File: src/rtl/fifo_read_ctrl.sv
// Read-side pointer and flag controller for the async FIFO, clk_diff domain.
// Tracks the synchronized write pointer and produces the RAM read address, occupancy flags and the gray read pointer.
module fifo_read_ctrl #(
    parameter int LENGTH       = 8,
    parameter int ALMOST_EMPTY = 4
) (
    input  logic              clk_diff,
    input  logic              reset_diff_n,
    input  logic [LENGTH-1:0] wr_gray_synced,
    input  logic              rd_en,
    input  logic              flush,
    input  logic              underflow_clear,
    output logic [LENGTH-2:0] rd_addr,
    output logic              rd_valid,
    output logic [LENGTH-1:0] rd_gray,
    output logic              empty,
    output logic              almost_empty,
    output logic [LENGTH-1:0] level,
    output logic              underflow,
    output logic              ptr_err
);

    localparam logic [LENGTH-1:0] DEPTH    = LENGTH'(1) << (LENGTH - 1);
    localparam logic [LENGTH-1:0] AE_LEVEL = LENGTH'(ALMOST_EMPTY);

    function automatic logic [LENGTH-1:0] gray2bin(input logic [LENGTH-1:0] g);
        logic [LENGTH-1:0] b;
        b[LENGTH-1] = g[LENGTH-1];
        for (int i = LENGTH - 2; i >= 0; i--) begin
            b[i] = b[i+1] ^ g[i];
        end
        return b;
    endfunction

    function automatic logic [LENGTH-1:0] bin2gray(input logic [LENGTH-1:0] b);
        return b ^ (b >> 1);
    endfunction

    logic [LENGTH-1:0] wr_gray_q, wr_gray_d;
    logic [LENGTH-1:0] wr_bin_q,  wr_bin_d;
    logic [LENGTH-1:0] rd_bin_q,  rd_bin_d;
    logic [LENGTH-1:0] rd_gray_q, rd_gray_d;
    logic [LENGTH-1:0] level_q,   level_d;
    logic              empty_q,   empty_d;
    logic              almost_empty_q, almost_empty_d;
    logic              rd_valid_q, rd_valid_d;
    logic              underflow_q, underflow_d;
    logic              ptr_err_q,  ptr_err_d;
    logic              pop;
    logic              underflow_set;
    logic              ptr_err_set;

    // Flags come from next-state pointers so a pop on this edge is already reflected;
    // the registered empty can therefore gate pop without a double pop of the last entry.
    always_comb begin
        pop           = rd_en & ~empty_q & ~flush;
        underflow_set = rd_en & empty_q & ~flush;

        wr_gray_d = wr_gray_synced;
        wr_bin_d  = gray2bin(wr_gray_q);

        if (flush) begin
            rd_bin_d = wr_bin_d;
        end else begin
            rd_bin_d = rd_bin_q + LENGTH'(pop);
        end

        rd_gray_d      = bin2gray(rd_bin_d);
        level_d        = wr_bin_d - rd_bin_d;
        empty_d        = (level_d == '0);
        almost_empty_d = (level_d <= AE_LEVEL);
        rd_valid_d     = pop;

        ptr_err_set = (level_d > DEPTH);

        underflow_d = underflow_q;
        if (underflow_clear) begin
            underflow_d = 1'b0;
        end
        if (underflow_set) begin
            underflow_d = 1'b1;
        end

        ptr_err_d = ptr_err_q;
        if (underflow_clear) begin
            ptr_err_d = 1'b0;
        end
        if (ptr_err_set) begin
            ptr_err_d = 1'b1;
        end
    end

    always_ff @(posedge clk_diff) begin
        if (!reset_diff_n) begin
            wr_gray_q      <= '0;
            wr_bin_q       <= '0;
            rd_bin_q       <= '0;
            rd_gray_q      <= '0;
            level_q        <= '0;
            empty_q        <= 1'b1;
            almost_empty_q <= 1'b1;
            rd_valid_q     <= 1'b0;
            underflow_q    <= 1'b0;
            ptr_err_q      <= 1'b0;
        end else begin
            wr_gray_q      <= wr_gray_d;
            wr_bin_q       <= wr_bin_d;
            rd_bin_q       <= rd_bin_d;
            rd_gray_q      <= rd_gray_d;
            level_q        <= level_d;
            empty_q        <= empty_d;
            almost_empty_q <= almost_empty_d;
            rd_valid_q     <= rd_valid_d;
            underflow_q    <= underflow_d;
            ptr_err_q      <= ptr_err_d;
        end
    end

    // wr_bin_q is kept as the registered stage-2 value; the datapath uses its next state.
    logic wr_bin_unused;
    assign wr_bin_unused = ^wr_bin_q;

    assign rd_addr      = rd_bin_q[LENGTH-2:0];
    assign rd_valid     = rd_valid_q;
    assign rd_gray      = rd_gray_q;
    assign empty        = empty_q;
    assign almost_empty = almost_empty_q;
    assign level        = level_q;
    assign underflow    = underflow_q;
    assign ptr_err      = ptr_err_q;

endmodule

File: config.mk
export PLATFORM = sky130hd
export DESIGN_NAME = fifo_read_ctrl
export DESIGN_NICKNAME = d
export VERILOG_FILES = /design/src/rtl/fifo_read_ctrl.sv
export SDC_FILE = /design/constraint.sdc
export NUM_CORES = 1
export LEC_CHECK = 0
export BUFFER_PORTS_ARGS = -buffer_cell sky130_fd_sc_hd__buf_2
export CELL_PAD_IN_SITES_DETAIL_PLACEMENT = 1
export CELL_PAD_IN_SITES_GLOBAL_PLACEMENT = 2
export CORE_MARGIN = 1.5
export CORE_UTILIZATION = 32
export CTS_CLUSTER_DIAMETER = 30
export DETAILED_ROUTE_END_ITERATION = 10
export PLACE_DENSITY = 0.77
export RECOVER_POWER = 25
export SYNTH_ARGS = -nofsm -noshare
export SYNTH_HDL_FRONTEND = slang
export SYNTH_SLANG_ARGS = --single-unit
File: constraint.sdc
create_clock -name clk_diff -period 4.8 [get_ports clk_diff]
set_clock_uncertainty 0.15 [all_clocks]
set_input_delay 0.24 -clock clk_diff [delete_from_list [all_inputs] [get_ports clk_diff]]
set_output_delay 0.24 -clock clk_diff [all_outputs]
set_load 0.02 [all_outputs]
Word level (Yosys, flattened, before mapping):

Index checks and enable logic that the tools add are counted.

* output and inout bits: 28
* flip-flop bits (word level): 37
* logic and storage cells: 34
* input port bits: 13

* add/subtract/negate cells: 2
* magnitude comparators: 2
* muxes and demuxes: 4
* bitwise operators: 14
* reductions and logical operators: 3

Operators by type and width (number)
* $add A8 B1 Y8: 1
* $gt A8 B8 Y1 const B: 1
* $le A8 B3 Y1 const B: 1
* $logic_not A8 Y1: 1
* $mux W8: 1
* $sub A8 B8 Y8: 1
* $xor A8 B7 Y8: 1
* $xor A1 B1 Y1: 7
* $and A1 B1 Y1: 4
* $reduce_bool A2 Y1: 2
* $mux W1: 3
* $not A1 Y1: 2

Logic depth before layout (Yosys ltp):

* word-level depth: 11
* depth in mapped cells: 16
* mapped depth without buffers: 14

Worst setup path after synthesis:

OpenSTA, ideal clock, no wires.

* path type: register to register
* from: reg wr_gray_q[5]
* to: reg ptr_err_q (netlist: ptr_err)
* data arrival time: 3.375 ns
* stages on the path, launching flop included: 15
* buffers on the path: 0
* setup slack: 1.156 ns
* clock period less this slack: 3.644 ns
* data required time: 4.531 ns
* path through: dfxtp_1 -> xor3_1 -> xnor2_1 -> xnor2_1 -> xnor2_1 -> a21oi_1 -> ha_1 -> inv_1 -> o221a_2 -> nor3_4 -> a21oi_1 -> or2_1 -> o41ai_2 -> xnor2_1 -> o221a_1

* longest elaborated chain between the ends: 10
* elaborated cells between the ends (all ways): 11
* those cells by class: 1 x add/sub; 1 x order compare; 2 x mux; 6 x bitwise; 1 x reduce/logical

RTL lines
* start, declared: RTL line 39 `logic [LENGTH-1:0] wr_gray_q, wr_gray_d;`
* start signal, assigned: RTL line 106 `wr_gray_q <= wr_gray_d;`
* $xor A1 B1 Y1 (*) (6 in a row): RTL line 30 `b[i] = b[i+1] ^ g[i];`
* $mux W8 (*): RTL line 62 `if (flush) begin`
* named net rd_bin_d[0]: RTL line 41 `logic [LENGTH-1:0] rd_bin_q, rd_bin_d;`
* $sub A8 B8 Y8 (*): RTL line 69 `level_d = wr_bin_d - rd_bin_d;`
* $gt A8 B8 Y1 (*): RTL line 74 `ptr_err_set = (level_d > DEPTH);`
* $mux W1 or $reduce_bool A2 Y1 (tied branches)
* end signal, assigned: RTL line 115 `ptr_err_q <= ptr_err_d;`
* end, declared: RTL line 48 `logic ptr_err_q, ptr_err_d;`

Mark *: on every way through the listed nets, which the timed path passes. The rest lies on a longest branch.
A chain may end at the register's enable or synchronous reset.

Worst setup path in the final report:

* from: reg wr_gray_q[2]
* to: reg almost_empty_q (netlist: almost_empty)

* longest elaborated chain between the ends: 6

RTL lines
* $xor A1 B1 Y1 (3 in a row): RTL line 30
* $mux W8: RTL line 62
* named net rd_bin_d[0]: RTL line 41
* $sub A8 B8 Y8: RTL line 69
* $le A8 B3 Y1: RTL line 71 `almost_empty_d = (level_d <= AE_LEVEL);`
* end signal, assigned: RTL line 112 `almost_empty_q <= almost_empty_d;`
* end, declared: RTL line 45 `logic almost_empty_q, almost_empty_d;`

The timed path passes the listed nets, and every way through them passes these cells.

==> results.md <==
* TritonCTS Sinks at 36
* Diodes inserted at 0
* Worst Hold Class: input port to flop
* Most numerous cell in the Yosys netlist: dfxtp_1
* Root buffer cell: clkbuf_8
* Internal at 0.629 mW
* Synth top area share at 37.8%
* Total track usage at 17.1%
* Worst-Margin Slew at 933 ps
* Crit path DAT at 4120 ps
* CTS tree: done
* Initial core utilization at 33.8%
* Area growth, synth to finish at 18.6%
* Share of the yosys chip area belonging to registers at 37.8%
* Final wirelength at 5130 µm
* Post-Syn Area at 0.00191 mm²
* Worst Setup Start Kind: flop
* H-tree depth at 2
* Peak Freq at 0.245 GHz
* Resize count post-CTS at 0
* Total number of vias at 1629
* Core Area at 0.00564 mm²
* Final core occ at 40.1%
* Post-layout min period at 4080 ps
* Fin. Hold Viols at 0
* Share of layout cells above drive strength 1 at 17.8%
* Layout net count at 278
* Cell Rows at 27
* Cell variety after synth at 37
* Top post-synthesis cells by area: dfxtp_1 (38%), xnor2_1 (11%), nor2_1 (6.1%)
* Die H at 80.2 µm
* Vias in the first global route at 1671
* Total Neg Setup Slack at 0 ps
* WP buf/inv at 1
* Ys flop type: dfxtp_1
* Fin crit share at 85.0%
* Top cells by count, synth: dfxtp_1 (36), nor2_1 (31), xnor2_1 (23)
* Max stage delay on crit path at 500 ps
* Syn Inst Count at 219
* Sw power at 0.375 mW
* LEAKAGE at 0.982 nW
* Die area at 0.00644 mm²
* Net Count, Synth at 239
* Switch share at 37.3%
* DRC at 0
* IO buf count at 40
* Clk pwr share at 23.3%
* Power share of the combinational group at 40.4%
* Clock latency on the worst-skew pair at 280 ps
* Class of the most critical setup path: flop to flop
* Max-Cap Viols at 0
* Peak VDD IR at 0.133 mV
* Post-synth ARST share at 0%
* Routed Antenna Nets at 0
* CTS Buffer Depth at 2
* Mean Syn Cell Area at 8.71 µm²
* RSZ-0062 raised after global routing: no
* First-pass DRT Iterations at 3
* CP Cell Sequence: xor3_1, xnor2_1, xnor2_1, xnor2_1, a21oi_1, ha_1, inv_1, o221a_2, o31ai_1, a21oi_1, or3_1, xnor2_1, nand3_1, o31ai_1
* Status: finished, final reports clean
* Reg power frac at 36.3%
* Largest net degree at the start of global routing at 27
* Crit-path max FO at 7
* Initial antenna violation count at 0
* Horiz. Die Dim at 80.2 µm
* CTS buffer count at 5
* Leading area contributor after synthesis: dfxtp_1
* Starting DRT DRC Count at 61
* Req. time, crit path at 4840 ps
* First-pass GRT wire length at 8330 µm
* Total gr overflow at 0
* Worst setup EP type: flop
* Max-slew violation count at 0
* Clk slew on worst S/H paths at 70 ps
* Final setup viols at 0
* Placer Congestion at 0.786
* Crit path top cell by count: xnor2_1
* Synth warn at 0
* Vias per cell at 4.94
* Wire per inst at 15.6 µm
* Synthesis-stage register bit count at 36
* Crit path max-delay family: XOR/XNOR gates
* IO Pins at 41
* Post-synth EDFFs at 0
* Max-slew headroom at 37.8%
* Crit-path slowest cell: xor3_1
* P per Cell Area at 443 mW/mm²
* Dpl hpwl at 3880 µm
==> flip-flops by register name (all words and copies together) (netlist names) <==
signal and count:
almost_empty 1, empty 1, level 8, ptr_err 1, rd_bin_q 8, rd_gray 7
rd_valid 1, underflow 1, wr_gray_q 8
==> metrics by stage <==
stage	worst slack, ps	cell area [µm²]	hold slack [ps]	cells	power [mW]
after floorplan	1160	1910	217	219	0.670
after global placement	904	2160	296	321	0.779
final	720	2260	11.2	330	1.00
after detailed placement	742	2160	300	321	0.782
after global routing	400	2260	5.23	330	1.07
after CTS	713	2270	0.217	330	1.02
==> cell families after synthesis <==
family | share of synthesized area, %
multiplexers | 2.10
XOR/XNOR | 18.1
buffers and inverters | 3.54
AO/OA/AOI/OAI | 13.1
flip-flops | 37.8
adder cells (fa/ha/maj) | 4.59
AND/OR/NAND/NOR | 20.8
==> area by class of cell <==
cell class,instances,area [µm²]
fill,691,3380
tap,72,90.1
sequential,36,721
inverter,5,18.8
multi-input combinational,167,1120
timing repair buffer,43,218
clock buffer,7,96.3
==> layer usage <==
| layer | up-vias | global-route usage, % | part of all wire (%) |
|---|---|---|---|
| li1 | 807 | - | - |
| met1 | 780 | 20.4 | 46 |
| met2 | 33 | 29.9 | 49 |
| met3 | 9 | 3.64 | 3.7 |
| met4 | 0 | 6.21 | 1.9 |
| met5 | - | 0 | 0 |
==> repair_timing <==
item                      4_1_cts  5_1_grt
hold endpoints to repair        2        0
hold buffers                    2        0
buffers inserted                0        0
==> power by group through the flow <==
stage	sequential (mW)	combinational, mW	clock (mW)
final	0.364	0.406	0.234
after global routing	0.369	0.450	0.255
after CTS	0.364	0.414	0.243
after detailed placement	0.371	0.410	0
after global placement	0.370	0.409	0
after floorplan	0.416	0.254	0
==> cell usage in the layout, fill, tap and decap left out, drive strengths merged <==
master       count
mux2i            4
nand3            5
a21boi           1
and3             1
a221oi           1
xnor2           23
o21ai            3
o311a            1
inv              5
o41ai            1
o31ai            3
a21o             1
xor3             2
clkbuf          15
dfxtp           36
a41oi            1
and2            15
or3              2
ha               7
nor3             6
nand2           15
nor2b            3
or2              3
xor2            11
buf             33
a21oi           21
o32ai            1
o221a            2
nor2            31
nor3b            1
a32oi            1
dlygate4sd3      2
a311oi           1
==> path summary, 6_finish.rpt <==
kind / cells past startpoint / startpoint / endpoint / slack, ps
max: 14 / wr_gray_q[2] / almost_empty / 720
min: 2 / wr_gray_synced[2] / wr_gray_q[2] / 10
max reg2reg: 14 / wr_gray_q[2] / almost_empty / 720
min reg2reg: 2 / underflow / underflow / 350
==> worst reg2reg max path: cells and delay by family (launching register included) <==
family                   cells  cell delay (ps)
XOR/XNOR                     5             1480
AO/OA/AOI/OAI                5             1170
AND/OR/NAND/NOR              2              510
flip-flops                   1              450
adder cells (fa/ha/maj)      1              170
buffers and inverters        1               60
Power figures use the tool's default switching activity.
